## src/rtl/coffee_dispense_ctrl.sv

```systemverilog
// Coffee dispense controller: grind, brew (pausable on cup removal), done and error handling.
// Latency: start sampled in IDLE -> GRIND next edge; GRIND_CYC grind cycles, BREW_BASE*(k+1) valve-open cycles.
// Backpressure: none; cup withdrawal freezes brewing (PAUSE), too long a pause abandons the order to ERROR.
//
// Ports:
//   i_clk, i_rst_n        clock, asynchronous active-low reset
//   i_start, i_sel        order request and one-hot drink selection (sampled only in IDLE)
//   i_cup, i_clear        cup-present sensor, error acknowledge
//   o_valve, o_grinder    actuators (valve only in BREW, grinder only in GRIND)
//   o_ready, o_paused     IDLE / PAUSE indicators
//   o_done                one-cycle pulse on BREW->DONE
//   o_err_sel, o_err_cup  latched error flags, cleared by i_clear
module coffee_dispense_ctrl #(
  parameter int N_SEL     = 3,
  parameter int CNT_W     = 8,
  parameter int GRIND_CYC = 4,
  parameter int BREW_BASE = 8,
  parameter int PAUSE_MAX = 16
) (
  input  logic             i_clk,
  input  logic             i_rst_n,
  input  logic             i_start,
  input  logic [N_SEL-1:0] i_sel,
  input  logic             i_cup,
  input  logic             i_clear,
  output logic [N_SEL-1:0] o_valve,
  output logic             o_grinder,
  output logic             o_ready,
  output logic             o_paused,
  output logic             o_done,
  output logic             o_err_sel,
  output logic             o_err_cup
);

  // Reject configurations whose counts cannot be held in CNT_W bits.
  generate
    if (N_SEL < 1 || GRIND_CYC < 1 || BREW_BASE < 1 || PAUSE_MAX < 1 ||
        longint'(BREW_BASE) * longint'(N_SEL) >= (longint'(1) << CNT_W) ||
        longint'(GRIND_CYC) >= (longint'(1) << CNT_W) ||
        longint'(PAUSE_MAX) >= (longint'(1) << CNT_W)) begin : g_bad_cfg
      $error("coffee_dispense_ctrl: counts do not fit in CNT_W bits");
    end
  endgenerate

  typedef enum logic [2:0] {
    S_IDLE,
    S_GRIND,
    S_BREW,
    S_PAUSE,
    S_DONE,
    S_ERROR
  } state_t;

  localparam logic [CNT_W-1:0] GRIND_LEN  = CNT_W'(GRIND_CYC);
  localparam logic [CNT_W-1:0] PAUSE_LAST = CNT_W'(PAUSE_MAX - 1);
  localparam logic [CNT_W-1:0] CNT_ONE    = CNT_W'(1);

  state_t           r_state;
  logic [CNT_W-1:0] r_cnt;    // grind / brew cycles remaining
  logic [CNT_W-1:0] r_pcnt;   // consecutive cup-absent cycles spent in PAUSE
  logic [N_SEL-1:0] r_sel;    // channel latched for the current order
  logic             r_done;
  logic             r_err_sel;
  logic             r_err_cup;

  logic             w_sel_ok;
  logic [CNT_W-1:0] w_brew_len;

  assign w_sel_ok = $onehot(i_sel);

  // Brew length of the latched channel; r_sel is one-hot so OR-ing the terms selects one.
  always_comb begin
    w_brew_len = '0;
    for (int i = 0; i < N_SEL; i++) begin
      if (r_sel[i]) begin
        w_brew_len = w_brew_len | CNT_W'(BREW_BASE * (i + 1));
      end
    end
  end

  always_ff @(posedge i_clk or negedge i_rst_n) begin
    if (!i_rst_n) begin
      r_state   <= S_IDLE;
      r_cnt     <= '0;
      r_pcnt    <= '0;
      r_sel     <= '0;
      r_done    <= 1'b0;
      r_err_sel <= 1'b0;
      r_err_cup <= 1'b0;
    end else begin
      r_done <= 1'b0;
      case (r_state)
        S_IDLE: begin
          if (i_start) begin
            if (!w_sel_ok || !i_cup) begin
              r_err_sel <= !w_sel_ok;
              r_err_cup <= !i_cup;
              r_state   <= S_ERROR;
            end else begin
              r_sel   <= i_sel;
              r_cnt   <= GRIND_LEN;
              r_state <= S_GRIND;
            end
          end
        end
        S_GRIND: begin
          // Grinding ignores the cup; it is only checked when the valve would open.
          if (r_cnt == CNT_ONE) begin
            r_cnt   <= w_brew_len;
            r_pcnt  <= '0;
            r_state <= i_cup ? S_BREW : S_PAUSE;
          end else begin
            r_cnt <= r_cnt - CNT_ONE;
          end
        end
        S_BREW: begin
          // Every cycle spent in BREW had the valve open, so it is counted even when
          // the cup disappears during it; that keeps total valve-open time exact.
          if (r_cnt == CNT_ONE) begin
            r_cnt   <= '0;
            r_done  <= 1'b1;
            r_state <= S_DONE;
          end else begin
            r_cnt <= r_cnt - CNT_ONE;
            if (!i_cup) begin
              r_pcnt  <= '0;
              r_state <= S_PAUSE;
            end
          end
        end
        S_PAUSE: begin
          if (i_cup) begin
            r_state <= S_BREW;
          end else if (r_pcnt == PAUSE_LAST) begin
            r_err_cup <= 1'b1;
            r_cnt     <= '0;
            r_sel     <= '0;
            r_state   <= S_ERROR;
          end else begin
            r_pcnt <= r_pcnt + CNT_ONE;
          end
        end
        S_DONE: begin
          if (!i_cup) begin
            r_sel   <= '0;
            r_state <= S_IDLE;
          end
        end
        S_ERROR: begin
          if (i_clear) begin
            r_err_sel <= 1'b0;
            r_err_cup <= 1'b0;
            r_sel     <= '0;
            r_state   <= S_IDLE;
          end
        end
        default: r_state <= S_IDLE;
      endcase
    end
  end

  assign o_valve   = (r_state == S_BREW) ? r_sel : '0;
  assign o_grinder = (r_state == S_GRIND);
  assign o_ready   = (r_state == S_IDLE);
  assign o_paused  = (r_state == S_PAUSE);
  assign o_done    = r_done;
  assign o_err_sel = r_err_sel;
  assign o_err_cup = r_err_cup;

endmodule

```

## config.mk

```make
export PLATFORM = sky130hd
export DESIGN_NAME = coffee_dispense_ctrl
export DESIGN_NICKNAME = d
export VERILOG_FILES = /design/src/rtl/coffee_dispense_ctrl.sv
export SDC_FILE = /design/constraint.sdc
export NUM_CORES = 1
export LEC_CHECK = 0
export CAP_MARGIN = 15
export CORE_ASPECT_RATIO = 1.25
export CORE_MARGIN = 8
export CORE_UTILIZATION = 55
export CTS_BUF_LIST = sky130_fd_sc_hd__clkbuf_4 sky130_fd_sc_hd__clkbuf_8
export DETAILED_ROUTE_END_ITERATION = 8
export PLACE_DENSITY_LB_ADDON = 0.15
export SYNTH_ARGS = -nofsm -noshare
export SYNTH_HDL_FRONTEND = slang
export SYNTH_SLANG_ARGS = --single-unit
```

## constraint.sdc

```tcl
create_clock -name i_clk -period 2.86 [get_ports i_clk]
set_clock_uncertainty 0.15 [all_clocks]
set_input_delay 0.429 -clock i_clk [delete_from_list [all_inputs] [get_ports i_clk]]
set_output_delay 0.429 -clock i_clk [all_outputs]
set_load 0.05 [all_outputs]
```

==> results_dict.tcl <==
set metrics [dict create \
    hold_class "in2async" \
    fillers 263 \
    grt_max_degree 26 \
    num_vias 1551 \
    yosys_register_bits 25 \
    viasPerCell 6.44 \
    synth.area.top_cells "dfrtp_1, a31oi_1, o21ai_0" \
    clockBufferDepth 2 \
    final_util_pct 65.3 \
    synth_cell_type_count 52 \
    critPathMaxFanout 12 \
    rows 22 \
    critical_path.startpoint "r_state[2]" \
    synthFlopType "dfrtp_1" \
    fin_nets 218 \
    crit_type "reg2out" \
    drt_iter0_markers 146 \
    stdcell_area_sq_um 1900 \
    gp_congestion 0.930 \
    cp.required_ps 2280 \
    worstMarginPinSlew_ps 635 \
    wire_per_inst_um 17.1 \
    track_usage_pct 17.0 \
    io_pins 17 \
    cts-root-buf "clkbuf_4" \
    worst_hold_slack_ps 296 \
    wl_um 4110 \
    setup_viol 0 \
    antenna_found_initial 0 \
    max_slew_margin_pct 57.6 \
    synthesis.area_sq_um 1660 \
    async_flop_share_pct 100 \
    area_growth_pct 14.5 \
    holdBufCountCts 0 \
    numCtsBuffers 3 \
    cts_num_sinks 25 \
    cp-start-kind "register" \
    post_cts_buffers 0 \
    gr-total-overflow 0 \
    min_period_ps 2660 \
    power_density_nw_per_um2 1120 \
    cts_max_level 1 \
    yosysWarnings 0 \
    syn-num-nets 199 \
    yosys.area.top_type "dfrtp_1" \
    p_leak_nw 0.806 \
    slew_viol_final 0 \
    synth_edf_count 0 \
    avgSynthCellArea_sq_um 8.89 \
    first_pass_iters 4 \
    place.detailed.hpwl_um 3090 \
    dieArea_sq_um 5050 \
    fin_tns_setup_ps 0 \
    ys_seq_area_share_pct 37.6 \
    fp.dieW_um 65.2 \
    hold_viol_final 0 \
    cp-end-kind "output port" \
    drc 0 \
    rsz0062_at_grt "false" \
    diodes 0 \
    reg2reg_from "r_pcnt[4]" \
    cts_resized 0 \
    fin_crit_sh_pct 93.0 \
    placed_area_sq_um 1870 \
    ir_worst_vdd_uv 636 \
    ant_nets 0 \
    grt_pass1_vias 1598 \
    synth_top_area_share_pct 37.6 \
    clk_pin_slew_worst_paths_ps 140 \
    cts_tree "done" \
    maxCapViolations 0 \
    fmax_mhz 376 \
    status "finished, final reports clean" \
    fp.coreArea_sq_um 2920 \
    numPortBuffers 16 \
    layout-drive-gt1-share_pct 11.2 \
    layoutNonFillerInstCount 241 \
    synthCells 187 \
    worstSkewPairLatency_ps 330 \
    dieHeight_um 77.5 \
    start_util_pct 57.0 \
    grt_first_pass_wirelength_um 7200 \
    cp_data_arrival_time_ps 2080 \
    place_inst 237 \
]
[worst paths after layout]
kind / endpoint / slack (ps) / depth (start not counted)
max reg2reg: r_sel[0] / 460 / 4
min: r_pcnt[3] / 300 / 2
min reg2reg: r_pcnt[0] / 360 / 1
max in group asynchronous: r_cnt[4] / 2020 / 2
max: o_grinder / 200 / 2
min in group i_clk: r_pcnt[0] / 360 / 1
[layout by cell type (no fill, tap or decap), types with 3 or more instances in the layout]
cell	synthesis	routed
and3_1	3	3
a21oi_1	8	8
o21ai_0	13	13
inv_1	9	9
nor2b_1	6	6
buf_4	0	13
and2_1	3	3
nand2_1	11	11
a31oi_1	11	11
nor3_1	9	9
o22ai_1	3	3
mux2_1	3	3
ha_1	3	3
and3b_1	3	3
nor2_1	8	8
nand2b_1	5	5
mux2i_1	3	3
nand3_1	9	9
dfrtp_1	25	25
or4_1	3	3
clkbuf_4	0	4
clkdlybuf4s50_1	0	11
[cells by family (layout without fill, tap and decap cells)]
logic type | Yosys count | in the layout | synth area share (%)
and+or+nand+nor | 74 | 74 | 25.6
AOI/OAI and AO/OA | 56 | 56 | 22.9
DFF | 25 | 25 | 37.6
buffers and inverters | 19 | 37 | 4.82
muxes | 7 | 7 | 4.51
adders and majority gates | 4 | 4 | 3.46
xor gates and xnor gates | 2 | 2 | 1.05
[layout make-up]
class | count | area [sq um] | share of cell area [%]
Clock buffer | 4 | 30.0 | 1.58
Inverter | 9 | 33.8 | 1.77
Multi-Input combinational cell | 143 | 962 | 50.5
Sequential cell | 25 | 626 | 32.9
Tap cell | 36 | 45.0 | 2.37
Timing Repair Buffer | 24 | 208 | 10.9
[routing by layer]
layer | GRT usage, % | vias to the layer above | part of all wire [%]
met3 | 2.16 | 9 | 4.0
met5 | 0 | - | 0
met2 | 30.0 | 52 | 51
met4 | 6.35 | 0 | 1.8
li1 | - | 745 | -
met1 | 20.2 | 745 | 43
[synth_stat cells, types with 2 or more instances]
master / number
and3b_1: 3
o21ai_0: 13
nor3_1: 9
or4_1: 3
xnor2_1: 2
and3_1: 3
clkbuf_1: 8
o22ai_1: 3
a21oi_1: 8
or3_1: 2
mux2i_1: 3
a211oi_1: 2
inv_1: 9
a21o_1: 2
and2_1: 3
a31oi_1: 11
nor2b_1: 6
nand3_1: 9
nor2_1: 8
mux2_1: 3
a41oi_1: 2
ha_1: 3
nand2b_1: 5
nor4_1: 2
dfrtp_1: 25
nor3b_1: 3
nand2_1: 11
a2111oi_0: 2
[state kept, by name, summed over array words and instances (netlist names)]
register and count:
o_err_sel 1, r_state 3, r_cnt 8, r_sel 3, r_pcnt 8, o_err_cup 1, o_done 1
[worst max-delay path: stages, from the launching register on]
cell and delay [ps]:
dfrtp_1 560, nor3b_2 330, clkdlybuf4s50_1 860
[power by group]
part	switching [mW]	internal [mW]	total (mW)	leakage, nW
registers	0.167	0.491	0.658	0.321
clock network	0.109	0.0642	0.174	0.0184
logic	0.768	0.524	1.29	0.467
[stage by stage]
| step | power [mW] | setup WS, ps |
|---|---|---|
| 6_report | 2.12 | 200 |
| 2_1_floorplan | 1.59 | 129 |
| 3_5_place_dp | 1.94 | 3.90 |
| 3_3_place_gp | 1.91 | 68.3 |
| 5_1_grt | 2.29 | 115 |
| 4_1_cts | 2.11 | 204 |
Power figures use the tool's default switching activity.
